--- src/rtl/johnson_seq_decoder.sv ---
// rtl/johnson_seq_decoder.sv - Johnson 3-bit sequence decoder, lock tracker and lap counter
// Optional macro JDEC_HOLD_EN: a repeated legal code is a stall instead of a sequence error.
module johnson_seq_decoder #(
    parameter int LAP_W    = 8,
    parameter int LOCK_CNT = 3
) (
    input  logic             clk,
    input  logic             rst,
    input  logic [2:0]       code_in,
    input  logic             code_valid,
    output logic [2:0]       step,
    output logic             step_valid,
    output logic             locked,
    output logic             seq_err,
    output logic             lap_tick,
    output logic [LAP_W-1:0] lap_count
);
    localparam int MW = (LOCK_CNT < 2) ? 1 : $clog2(LOCK_CNT + 1);
    localparam logic [MW-1:0] LOCK_MAX = MW'(LOCK_CNT);

    typedef enum logic [1:0] {UNLOCKED, LOCKING, LOCKED} state_t;

    state_t           state_q, state_d;
    logic [MW-1:0]    match_q, match_d, match_inc;
    logic [2:0]       ref_q, ref_d, step_d, dec, exp_next;
    logic             legal, is_next, hold;
    logic             sv_d, err_d, lap_d;
    logic [LAP_W-1:0] lap_cnt_d;

    always_comb begin
        legal = 1'b1;
        dec   = 3'd0;
        case (code_in)
            3'b000:  dec = 3'd0;
            3'b001:  dec = 3'd1;
            3'b011:  dec = 3'd2;
            3'b111:  dec = 3'd3;
            3'b110:  dec = 3'd4;
            3'b100:  dec = 3'd5;
            default: legal = 1'b0;
        endcase
    end

    assign exp_next  = (ref_q == 3'd5) ? 3'd0 : ref_q + 3'd1;
    assign is_next   = legal && (dec == exp_next);
    assign match_inc = match_q + 1'b1;

`ifdef JDEC_HOLD_EN
    assign hold = legal && (dec == ref_q);
`else
    assign hold = 1'b0;
`endif

    always_comb begin
        state_d   = state_q;
        match_d   = match_q;
        ref_d     = ref_q;
        step_d    = step;
        sv_d      = 1'b0;
        err_d     = 1'b0;
        lap_d     = 1'b0;
        lap_cnt_d = lap_count;
        if (code_valid) begin
            if (legal) begin
                step_d = dec;
                sv_d   = 1'b1;
                ref_d  = dec;
            end
            case (state_q)
                UNLOCKED: begin
                    if (legal) begin
                        state_d = LOCKING;
                        match_d = '0;
                    end
                end
                LOCKING: begin
                    if (!legal) begin
                        state_d = UNLOCKED;
                    end else if (hold) begin
                        match_d = match_q;
                    end else if (is_next) begin
                        match_d = match_inc;
                        if (match_inc == LOCK_MAX)
                            state_d = LOCKED;
                    end else begin
                        match_d = '0;
                    end
                end
                LOCKED: begin
                    if (!legal) begin
                        err_d   = 1'b1;
                        state_d = UNLOCKED;
                    end else if (hold) begin
                        state_d = LOCKED;
                    end else if (is_next) begin
                        // a 5 -> 0 step closes one lap
                        if (ref_q == 3'd5) begin
                            lap_d     = 1'b1;
                            lap_cnt_d = lap_count + 1'b1;
                        end
                    end else begin
                        err_d   = 1'b1;
                        state_d = LOCKING;
                        match_d = '0;
                    end
                end
                default: state_d = UNLOCKED;
            endcase
        end
    end

    always_ff @(posedge clk) begin
        if (rst) begin
            state_q    <= UNLOCKED;
            match_q    <= '0;
            ref_q      <= 3'd0;
            step       <= 3'd0;
            step_valid <= 1'b0;
            locked     <= 1'b0;
            seq_err    <= 1'b0;
            lap_tick   <= 1'b0;
            lap_count  <= '0;
        end else begin
            state_q    <= state_d;
            match_q    <= match_d;
            ref_q      <= ref_d;
            step       <= step_d;
            step_valid <= sv_d;
            locked     <= (state_d == LOCKED);
            seq_err    <= err_d;
            lap_tick   <= lap_d;
            lap_count  <= lap_cnt_d;
        end
    end
endmodule
--- config.mk ---
export PLATFORM = sky130hd
export DESIGN_NAME = johnson_seq_decoder
export DESIGN_NICKNAME = d
export VERILOG_FILES = /design/src/rtl/johnson_seq_decoder.sv
export SDC_FILE = /design/constraint.sdc
export NUM_CORES = 1
export LEC_CHECK = 0
export CORE_UTILIZATION = 49
export DETAILED_ROUTE_END_ITERATION = 10
export HOLD_SLACK_MARGIN = 0.12
export PLACE_DENSITY = 0.77
export SLEW_MARGIN = 40
export SYNTH_ARGS = -nofsm -noshare
export SYNTH_HDL_FRONTEND = slang
export SYNTH_SLANG_ARGS = --single-unit
--- constraint.sdc ---
create_clock -name clk -period 2.5 [get_ports clk]
set_input_delay 0.25 -clock clk [delete_from_list [all_inputs] [get_ports clk]]
set_output_delay 0.25 -clock clk [all_outputs]
set_load 0.02 [all_outputs]
==> After elaboration in Yosys (flattened, before gate mapping) <==
Cells that the tools add are included.
{ "totals": {"ff_bits": 19, "wordCells": 62, "input_bits": 6, "out_inout_bits": 15} }
{ "op_classes": {"reduce_logical": 11, "bitwise": 4, "n_mux": 21, "n_eq_ne": 15, "add_sub_neg": 3} }
{ "ops": {"columns": ["operator", "count"], "rows": [
  ["2-bit 2-to-1 mux", 12],
  ["3-bit case mux with 5 select lines", 1],
  ["3-bit == test, second input constant", 4],
  ["2-bit case mux with 3 select lines", 2],
  ["8-bit by 1-bit adder with 8-bit output, second input constant", 1],
  ["2-bit inequality test, second input constant", 4],
  ["2-bit == test, second input constant", 3],
  ["6-bit AND reduction", 1],
  ["6-bit OR reduction", 1],
  ["1-bit 2-to-1 mux", 5],
  ["5-bit AND reduction", 1],
  ["5-bit OR reduction", 1],
  ["1-bit NOT", 4],
  ["3-bit by 1-bit adder with 3-bit output, second input constant", 1],
  ["3-bit by 1-bit == test with 1-bit output, second input constant", 1],
  ["3-bit by 2-bit == test with 1-bit output, second input constant", 1],
  ["3-bit == test", 1],
  ["3-bit logical NOT", 1],
  ["3-bit 2-to-1 mux", 1],
  ["3-bit nonzero test", 1],
  ["3-bit OR reduction", 1],
  ["2-bit by 1-bit adder with 2-bit output, second input constant", 1],
  ["2-bit by 1-bit == test with 1-bit output, second input constant", 1],
  ["2-bit logical NOT", 1],
  ["3 further kinds", 3]
]} }

==> Depth between registers and ports, before layout <==
Gate-level depths: netlist of the first run.
{ "depth": {"ltp_word": 9, "mapped_depth": 7, "mapped_depth_nobuf": 6} }

==> Worst setup path after synthesis of the first run <==
No wires, ideal clock.
{ "synth_timing": {"path_type": "flip-flop to flip-flop", "startpoint": "register ref_q[0]", "endpoint": "register lap_count[7]", "arrival_ps": 2052, "stages_incl_launch_ff": 7, "path_slack_ps": 378, "path_buffers": 0, "period_less_slack_ps": 2122, "cell_sequence": "dfxtp_1 > and2b_1 > or4b_4 > nor3_4 > nand3_2 > or3_1 > a21oi_1"} }
{ "synth_via": {"elab_chain_len": 5, "word_cells_on_any_way": 6, "cone_classes": "add/sub: 1; eq/ne: 2; mux: 1; reduce/logical: 2"} }
{ "synth_lines": {"columns": ["item", "line_no", "text"], "rows": [
  ["from (decl)", "25", "logic [2:0] ref_q, ref_d, step_d, dec, exp_next;"],
  ["from (signal assigned)", "126", "ref_q <= ref_d;"],
  ["3-bit by 1-bit adder with 3-bit output / 3-bit == test (equally long branches)", "44, 97", null],
  ["3-bit 2-to-1 mux", "44", "assign exp_next = (ref_q == 3'd5) ? 3'd0 : ref_q + 3'd1;"],
  ["3-bit == test", "45", "assign is_next = legal && (dec == exp_next);"],
  ["1-bit logical AND", "45", null],
  ["5-bit AND reduction (no source line) *", null, null],
  ["to (signal assigned)", "132", "lap_count <= lap_cnt_d;"],
  ["to (decl)", "16", "output logic [LAP_W-1:0] lap_count"]
]} }
Mark *: on every way between the ends. The rest lies on a longest branch, timed or not.
A chain may end at the register's enable or synchronous reset.

==> Worst setup path in the final report of the first run <==
{ "layout_timing": {"startpoint": "register ref_q[1]", "endpoint": "register match_q[1]"} }
{ "layout_via": {"elab_chain_len": 7, "word_cells_on_any_way": 10, "cone_classes": "add/sub: 1; eq/ne: 3; mux: 4; reduce/logical: 2"} }
{ "layout_lines": {"columns": ["item", "line_no", "text"], "rows": [
  ["3-bit by 1-bit adder with 3-bit output / 3-bit == test (equally long branches)", "44", null],
  ["3-bit 2-to-1 mux *", "44", null],
  ["3-bit == test *", "45", null],
  ["1-bit logical AND *", "45", null],
  ["2-bit 2-to-1 mux", "81", "end else if (is_next) begin"],
  ["2-bit 2-to-1 mux", "77", "if (!legal) begin"],
  ["2-bit case mux with 3 select lines", "69", "case (state_q)"],
  ["to (signal assigned)", "125", "match_q <= match_d;"],
  ["to (decl)", "24", "logic [MW-1:0] match_q, match_d, match_inc;"]
]} }
Mark *: on every way between the ends. The rest lies on a longest branch, timed or not. The select of a mux whose other input is x is not followed.

==> results of run 1 <==
-- cells in the final DEF (no fill, tap or decap), types with 2 or more instances in the layout --
cell type	n
clkdlybuf4s50_1	20
dfxtp_1	19
nor2_1	17
o21ai_0	9
buf_4	8
inv_1	6
nand2_1	6
nand4_1	5
xor2_1	5
nand2b_1	4
a21oi_1	4
a22oi_1	4
nand3_1	4
clkbuf_4	3
or4b_2	2
a211oi_1	2
nand3b_1	2
nor4_1	2
and2_1	2
a31o_2	2
or3_1	2
xnor2_1	2
ha_1	2
-- flip-flops by register name (all words and copies together) (netlist names) --
| signal | cells |
|---|---|
| seq_err | 1 |
| locked | 1 |
| state_q | 2 |
| ref_q | 3 |
| lap_count | 8 |
| match_q | 2 |
| lap_tick | 1 |
| step_valid | 1 |
-- cell type report --
class	instances	area share
clock buffers	3	0.0171
inverters	6	0.0171
multi-input cells	92	0.450
repair buffers	28	0.198
flip-flops and latches	19	0.289
clock inverters	1	0.00380
well taps	27	0.0256
-- through the flow --
stage / total power, W / setup WS, ns / instance area, um^2
2_1_floorplan: 0.000372 / 0.378 / 1030
3_3_place_gp: 0.000405 / 0.172 / 1290
3_5_place_dp: 0.000407 / 0.147 / 1290
4_1_cts: 0.000557 / 0.445 / 1320
5_1_grt: 0.000587 / 0.298 / 1320
6_report: 0.000550 / 0.458 / 1320
-- kinds of logic (layout without fill, tap and decap cells) --
logic type | Yosys count | in the layout | synth area share
simple gates | 56 | 56 | 0.322
compound gates | 26 | 26 | 0.162
flops | 19 | 19 | 0.371
buf+inv | 12 | 38 | 0.0512
xor+xnor | 7 | 7 | 0.0598
fa+ha+maj | 2 | 2 | 0.0244
mux | 1 | 1 | 0.00976
-- report_power, final --
group          switching [W]  internal [W]  leakage, nW
sequential        0.00000827      0.000308        0.154
combinational      0.0000452     0.0000402        0.313
clock              0.0000895     0.0000596       0.0177
-- worst max-delay path: cells and delay by family (launching register included) --
family | cells | cell delay, ns
compound gates | 3 | 0.46
flops | 1 | 0.38
simple gates | 3 | 1.16
-- layer usage --
layer  GRT usage  share of wire  routed length [um]  vias to the layer above
li1            -              -                   -                      494
met1       0.316           0.47                1060                      436
met2       0.332           0.46                1040                       28
met3      0.0830          0.061                 138                        2
met4      0.0500         0.0044                  10                        0
met5           0              0                   0                        -
-- path summary, 6_finish.rpt --
| kind | start | to | depth (start not counted) |
|---|---|---|---|
| worst max register to register | ref_q[1]$_SDFFE_PP0P_ | match_q[1]$_SDFFE_PP0P_ | 6 |
| worst min-delay path | match_q[1]$_SDFFE_PP0P_ | match_q[1]$_SDFFE_PP0P_ | 1 |
| worst max-delay path | ref_q[1]$_SDFFE_PP0P_ | match_q[1]$_SDFFE_PP0P_ | 6 |
| worst min register to register | match_q[1]$_SDFFE_PP0P_ | match_q[1]$_SDFFE_PP0P_ | 1 |
==> reports/results.ini, run 1 <==
[floorplan]
io_pins = 21
core_um2 = 1960
rows = 16
die_h_um = 47.8
die_w_um = 47.8
die_area_um2 = 2280
initial_core_util = 0.523

[critical_path]
cp_max_fo = 8
cpPeakStageDelay_ns = 0.68
rrSetupSlack_ns = 0.46
crit_type = register to register
arrival_ns = 2.29
crit_chain = or4b_2, a211oi_1, a41oi_1, and2_1, nor4b_1, a31o_2
critPathRequiredTime_ns = 2.75
end_kind = register
start_kind = register
cpMaxStageDelayCell = or4b_2

[yosys]
synth_edf_count = 0
synth_ff_type = dfxtp_1
synth_area_per_cell_um2 = 8.34
synth_cells = 123
synth_area_leaders = dfxtp_1 37%, nor2_1 6.2%, o21ai_0 4.4%
synth_common_cells = 19 x dfxtp_1, 17 x nor2_1, 9 x o21ai_0, 6 x inv_1, 6 x nand2_1
netlist_area_um2 = 1030
synth_nets = 131
synth_cell_type_count = 39
synth_seq_cells = 19
ys_async_sr_fraction = 0
synth_top_area_frac = 0.371
ys_warn_count = 0
yosysMostFrequentCell = dfxtp_1
yosysTopAreaCell = dfxtp_1
yosysSeqAreaShare = 0.371

[sta]
hold_viol = 0
hold_ws_ns = 0.507
tightest_slew_ns = 0.358
skew_ns = 0.00427
period_needed_ns = 2.04
relSlewSlack = 0.760
timing.fmax_ghz = 0.490
finalSetupTns_ns = 0
finalMaxSlewViolations = 0
finalSetupViolations = 0
grt_setup_unrepaired = false
fin_crit_sh = 0.817

[finish]
finalNonFillerCells = 176
final_nets = 158
final-seq-area_um2 = 380
num_antenna_cells = 0
multi_input_area_um2 = 593
syn_to_final_growth_pct = 28.4
drive_gt1_frac = 0.141
final_util = 0.672
nFillCells = 192

[clock_network]
cts_resized = 0
cts_tree = yes
path_clk_slew_ns = 0.10
postCtsHoldBufs = 0
clk_path_buf_depth = 2
cts_root_buf = clkbuf_4
cts_setup_buffers = 0
cts_inserted_buffers = 3
cts_sinks = 19
clock_latency_ns = 0.30
htreeDepth = 1

[placement]
place_congestion = 0.806
dp.cells = 172
dp_hpwl_um = 1710
io_buffers = 20

[pwr]
p_per_area_nw_per_um2 = 418
vdd_drop_max_mv = 0.481
p_leak_nw = 0.484

[detailed_routing]
dr.first_iter.drc_count = 14
viasPerCell = 5.45
drc = 0
wl_per_cell_um = 12.8
drt.antenna.violating_nets = 0
num_vias = 960
drt_wl_total_um = 2250
firstDrtPassIters = 4

[global_routing]
grt_first_pass_wirelength_um = 3490
antenna_found_initial = 0
grt_max_degree = 17
grt_pass1_vias = 787
track_usage = 0.226
grt_overflow = 0

[run_status]
status = finished clean

[worst_hold_path]
hp-class = register to register

[job]
cap_violations = 0

No activity file was read; power rests on OpenSTA's default activity.
==> inputs of run 2 (changes only) <==
- clock period: 2.5 -> 2.1 ns (I/O delays scaled with it)
==> run 2 against run 1 <==
Critical path depth is 1 higher. Clock power is 19% higher. Highest routed layer unchanged. First-iteration DRC count grew to 2.9 times the previous value. Largest power group unchanged. Hold slack worse by 0.0070 ns. Sequential share of layout area is 0.94 points lower.
==> reports/results.ini, run 2 (same netlist as run 1, synthesis figures left out) <==
[detailed_routing]
num_vias = 1024  ; +6.7%
dr.first_iter.drc_count = 40  ; +26
wl_per_cell_um = 13.6  ; +6.6%
drc = 0  ; unchanged
drt_wl_total_um = 2460  ; +9.6%
firstDrtPassIters = 4  ; unchanged
viasPerCell = 5.66  ; +3.7%
drt.antenna.violating_nets = 0  ; unchanged

[critical_path]
crit_chain = clkdlybuf4s50_1, buf_4, or2b_1, o21ai_0, or4b_2, nor4b_2, a31o_2
end_kind = register
cpMaxStageDelayCell = or4b_2
worst-path-buf-inv = 2  ; +2
cpPeakStageDelay_ns = 0.67  ; about the same
crit_family = simple AND/OR/NAND/NOR gates
cp_max_fo = 14  ; +6
arrival_ns = 2.30  ; about the same
crit_type = input port to register
start_kind = input port
critPathRequiredTime_ns = 2.34  ; -0.41 ns

[sta]
finalMaxSlewViolations = 0  ; unchanged
period_needed_ns = 2.05
finalSetupViolations = 0  ; unchanged
tightest_slew_ns = 0.319  ; -0.0389 ns
skew_ns = 0.00177  ; -0.00250 ns
relSlewSlack = 0.785  ; +0.0252
timing.fmax_ghz = 0.488
hold_viol = 0  ; unchanged
hold_ws_ns = 0.500  ; -0.00699 ns
fin_ws_ns = 0.0491  ; -0.409 ns
fin_crit_sh = 0.977

[clock_network]
cts_inserted_buffers = 3  ; unchanged
cts_tree = yes
htreeDepth = 1  ; unchanged
cts_sinks = 19  ; unchanged
path_clk_slew_ns = 0.10  ; about the same
postCtsHoldBufs = 0  ; unchanged
cts_resized = 0  ; unchanged
clk_path_buf_depth = 2  ; unchanged
clock_latency_ns = 0.29  ; about the same
cts_setup_buffers = 0  ; unchanged
cts_root_buf = clkbuf_4

[global_routing]
grt_pass1_vias = 865  ; +9.9%
grt_overflow = 0  ; unchanged
grt_first_pass_wirelength_um = 3640  ; +4.2%
antenna_found_initial = 0  ; unchanged
track_usage = 0.230  ; +0.00472
grt_max_degree = 17  ; unchanged

[floorplan]
core_um2 = 1960  ; unchanged
die_h_um = 47.8  ; unchanged
io_pins = 21  ; unchanged
rows = 16  ; unchanged
die_area_um2 = 2280  ; unchanged
initial_core_util = 0.523  ; unchanged
die_w_um = 47.8  ; unchanged

[placement]
io_buffers = 20  ; unchanged
pre_cts_ws_ns = -0.252  ; -0.399 ns
dp.cells = 177  ; +2.9%
place_congestion = 0.847  ; +5.1%
dp_hpwl_um = 1860  ; +9.1%

[run_status]
status = finished clean

[finish]
final-seq-area_um2 = 382  ; +0.33%
syn_to_final_growth_pct = 33.2
multi_input_area_um2 = 604  ; +1.9%
largest_reg_flops = 8  ; unchanged
regMostFlops = lap_count
finalNonFillerCells = 181  ; +2.8%
largestRegisters = lap_count (8), ref_q (3)
drive_gt1_frac = 0.182  ; +0.0409
final_cell_mix = 20 x clkdlybuf4s50_1, 18 x dfxtp_1, 17 x nor2_1
num_antenna_cells = 0  ; unchanged
final_nets = 163  ; +3.2%
nFillCells = 173  ; -9.9%
final_common_cell = clkdlybuf4s50_1

[pwr]
p_per_area_nw_per_um2 = 487  ; +17%
p_leak_nw = 0.508  ; +4.9%
power_w = 0.000666  ; +21%
vdd_drop_max_mv = 0.549  ; +14%

[job]
cap_violations = 0  ; unchanged

[worst_hold_path]
hp-class = register to register

## run 2: layout make-up
cell class	count	area share
Timing Repair Buffer	33	0.218
Tap cell	27	0.0247
Sequential cell	19	0.279
Clock buffer	4	0.0192
Inverter	6	0.0165
Multi-Input combinational cell	92	0.442
## run 2: path summary, 6_finish.rpt
| check | start | to | slack [ns] | cells after the start |
|---|---|---|---|---|
| setup / recovery | code_in[0] | match_q[1]$_SDFFE_PP0P_ | 0.05 | 7 |
| hold / removal | lap_count[7]$_SDFFE_PP0P_ | lap_count[7]$_SDFFE_PP0P_ | 0.50 | 2 |
| setup reg to reg | ref_q[1]$_SDFFE_PP0P_ | match_q[1]$_SDFFE_PP0P_ | 0.06 | 6 |
| hold reg to reg | lap_count[7]$_SDFFE_PP0P_ | lap_count[7]$_SDFFE_PP0P_ | 0.50 | 2 |
## run 2: layer usage
layer / wire length [um] / track usage / share of wire / vias to the layer above
li1: - / - / - / 500
met3: 128 / 0.0830 / 0.052 / 2
met5: 0 / 0 / 0 / -
met1: 1070 / 0.292 / 0.43 / 490
met4: 16 / 0.0778 / 0.0065 / 0
met2: 1250 / 0.362 / 0.51 / 32
## run 2: power breakdown
group          internal (W)  switching [W]
Clock             0.0000739       0.000103
Combinational     0.0000547      0.0000580
Sequential         0.000367     0.00000962
Total              0.000495       0.000171
## run 2: stage by stage
| stage | setup TNS [ns] | area (um^2) | utilization |
|---|---|---|---|
| after floorplan | 0 | 1030 | - |
| after global placement | -0.931 | 1330 | 0.677 |
| after detailed placement | -1.49 | 1330 | 0.677 |
| after CTS | 0 | 1360 | 0.691 |
| after global routing | -0.0280 | 1370 | 0.696 |
| final | 0 | 1370 | 0.696 |
## run 2: tightest hold or removal path: stages, from the launching register on
cell     delay [ns]
dfxtp_1        0.33
o21ai_0        0.07
a21oi_1        0.06
==> inputs of run 3 (changes only) <==
- CORE_UTILIZATION: 49 -> 53
- PLACE_DENSITY: 0.77 -> 0.82
- clock period: 2.1 -> 2.4 ns (I/O delays scaled with it)
==> run 3 against run 2 <==
Register-to-register slack better by 0.26 ns. Utilization up 5.3 points. Clock skew about the same. First-iteration DRC count down 48%. Count of clock-buffer cells in the layout down 1.
==> reports/results.ini, run 3 (same netlist as run 1, synthesis figures left out) <==
[run_status]
status = finished clean

[pwr]
p_sw_w = 0.000158  ; -7.5%
p_per_area_nw_per_um2 = 441  ; -9.5%
p_clk_frac = 0.283  ; +0.017
seqPwrFrac = 0.565  ; about the same
netSwitchingFraction = 0.271  ; +0.0144
combPwrFrac = 0.152  ; -0.017
vdd_drop_max_mv = 0.418  ; -24%
cellInternalPower_w = 0.000426  ; -14%
p_leak_nw = 0.489  ; -3.8%

[clock_network]
cts_resized = 0  ; unchanged
cts_tree = yes
clk_path_buf_depth = 2  ; unchanged
htreeDepth = 1  ; unchanged
cts_sinks = 19  ; unchanged
clock_latency_ns = 0.30  ; about the same
postCtsHoldBufs = 0  ; unchanged
cts_root_buf = clkbuf_4
cts_inserted_buffers = 3  ; unchanged
cts_setup_buffers = 0  ; unchanged
path_clk_slew_ns = 0.11  ; about the same

[critical_path]
cp_max_fo = 8  ; -6
crit_type = register to register
start_kind = register
end_kind = register
cpPeakStageDelay_ns = 0.68  ; about the same
cpMaxStageDelayCell = or4b_2
worst-path-buf-inv = 0  ; -2
critPathRequiredTime_ns = 2.66  ; +0.32 ns
arrival_ns = 2.33  ; +0.03 ns
crit_chain = or4b_2, a211oi_1, a41oi_1, and2_1, nor4b_1, a31o_2
crit_family = simple AND/OR/NAND/NOR gates

[detailed_routing]
drc = 0  ; unchanged
dr.first_iter.drc_count = 21  ; -48%
wl_per_cell_um = 12.5  ; -8.4%
drt.antenna.violating_nets = 0  ; unchanged
drt_wl_total_um = 2180  ; -11%
num_vias = 958  ; -6.4%
firstDrtPassIters = 4  ; unchanged
viasPerCell = 5.47  ; -3.2%

[sta]
timing.fmax_ghz = 0.481
fin_crit_sh = 0.865
finalMaxSlewViolations = 0  ; unchanged
skew_ns = 0.00157  ; -0.000199 ns
finalSetupTns_ns = 0  ; unchanged
period_needed_ns = 2.08
grt_setup_unrepaired = false
hold_viol = 0  ; unchanged
tightest_slew_ns = 0.356  ; +0.0363 ns
finalSetupViolations = 0  ; unchanged
hold_ws_ns = 0.501  ; +0.00103 ns
relSlewSlack = 0.761  ; -0.0244

[floorplan]
die_area_um2 = 2120  ; -7.3%
core_um2 = 1760  ; -10%
rows = 15  ; -1
die_w_um = 46.0  ; -3.7%
die_h_um = 46.0  ; -3.7%
io_pins = 21  ; unchanged
initial_core_util = 0.582  ; +0.0586

[global_routing]
grt_pass1_vias = 856  ; -1.0%
track_usage = 0.246  ; +0.0156
antenna_found_initial = 0  ; unchanged
grt_max_degree = 17  ; unchanged
grt_first_pass_wirelength_um = 3720  ; +2.3%
grt_overflow = 0  ; unchanged

[finish]
finalNonFillerCells = 175  ; -3.3%
fin_area_um2 = 1320  ; -3.2%
final_nets = 159  ; -2.5%
num_antenna_cells = 0  ; unchanged
multi_input_area_um2 = 593  ; -1.9%
final_common_cell = clkdlybuf4s50_1
final_cell_mix = 20 x clkdlybuf4s50_1, 19 x dfxtp_1, 17 x nor2_1
drive_gt1_frac = 0.147  ; -0.0352
nFillCells = 159  ; -8.1%
regMostFlops = lap_count
syn_to_final_growth_pct = 28.9
largest_reg_flops = 8  ; unchanged
largestRegisters = lap_count (8), ref_q (3)
final-seq-area_um2 = 380  ; -0.33%
final_util = 0.750  ; +0.0532

[placement]
placed_area_um2 = 1290  ; -2.5%
dp.cells = 171  ; -3.4%
place_congestion = 0.876  ; +3.4%
io_buffers = 20  ; unchanged
dp_hpwl_um = 1620  ; -13%

[job]
cap_violations = 0  ; unchanged

[worst_hold_path]
hp-class = register to register

==> run 3: changes by cell type in the layout (fill, tap and decap cells not counted) <==
cell / before / now
a211oi_1: 1 / 2
a211oi_2: 1 / 0
buf_4: 13 / 9
clkbuf_1: 1 / 0
clkinv_2: 0 / 1
dfxtp_1: 18 / 19
dfxtp_2: 1 / 0
nor4b_1: 0 / 1
nor4b_2: 1 / 0
==> run 3: final timing paths <==
kind,startpoint,endpoint,slack (ns),cells after the start
hold reg to reg,lap_count[7]$_SDFFE_PP0P_,lap_count[7]$_SDFFE_PP0P_,0.50,2
setup reg to reg,ref_q[1]$_SDFFE_PP0P_,match_q[1]$_SDFFE_PP0P_,0.32,6
setup / recovery,ref_q[1]$_SDFFE_PP0P_,match_q[1]$_SDFFE_PP0P_,0.32,6
hold / removal,lap_count[7]$_SDFFE_PP0P_,lap_count[7]$_SDFFE_PP0P_,0.50,2
==> run 3: stage by stage <==
stage,setup WS (ns),total power [W]
3_3_place_gp,0.0729,0.000422
4_1_cts,0.320,0.000586
3_5_place_dp,0.0466,0.000424
2_1_floorplan,0.278,0.000388
5_1_grt,0.225,0.000608
6_report,0.323,0.000583
==> run 3: routing by layer <==
layer,vias to the layer above,share of wire,global-route usage
met1,441,0.49,0.336
li1,493,-,-
met4,0,0.016,0.112
met2,20,0.46,0.369
met5,-,0,0
met3,4,0.033,0.0516
==> run 3: worst register-to-register path, cell delays in order, from the launching register on <==
cell	delay [ns]
dfxtp_1	0.40
or4b_2	0.69
a211oi_1	0.22
a41oi_1	0.10
and2_1	0.22
nor4b_1	0.27
a31o_2	0.14
==> run 3: final cells by class <==
type / instances / area share
Clock inverter: 1 / 0.00378
Sequential cell: 19 / 0.288
Tap cell: 25 / 0.0237
Timing Repair Buffer: 29 / 0.202
Clock buffer: 3 / 0.0170
Multi-Input combinational cell: 92 / 0.448
Inverter: 6 / 0.0170
==> run 3: power groups by stage <==
stage | Clock (W) | Sequential (W) | Combinational (W)
6_report | 0.000165 | 0.000330 | 0.0000884
5_1_grt | 0.000180 | 0.000330 | 0.0000971
4_1_cts | 0.000169 | 0.000329 | 0.0000884
3_5_place_dp | 0 | 0.000336 | 0.0000877
3_3_place_gp | 0 | 0.000336 | 0.0000861
2_1_floorplan | 0 | 0.000339 | 0.0000489
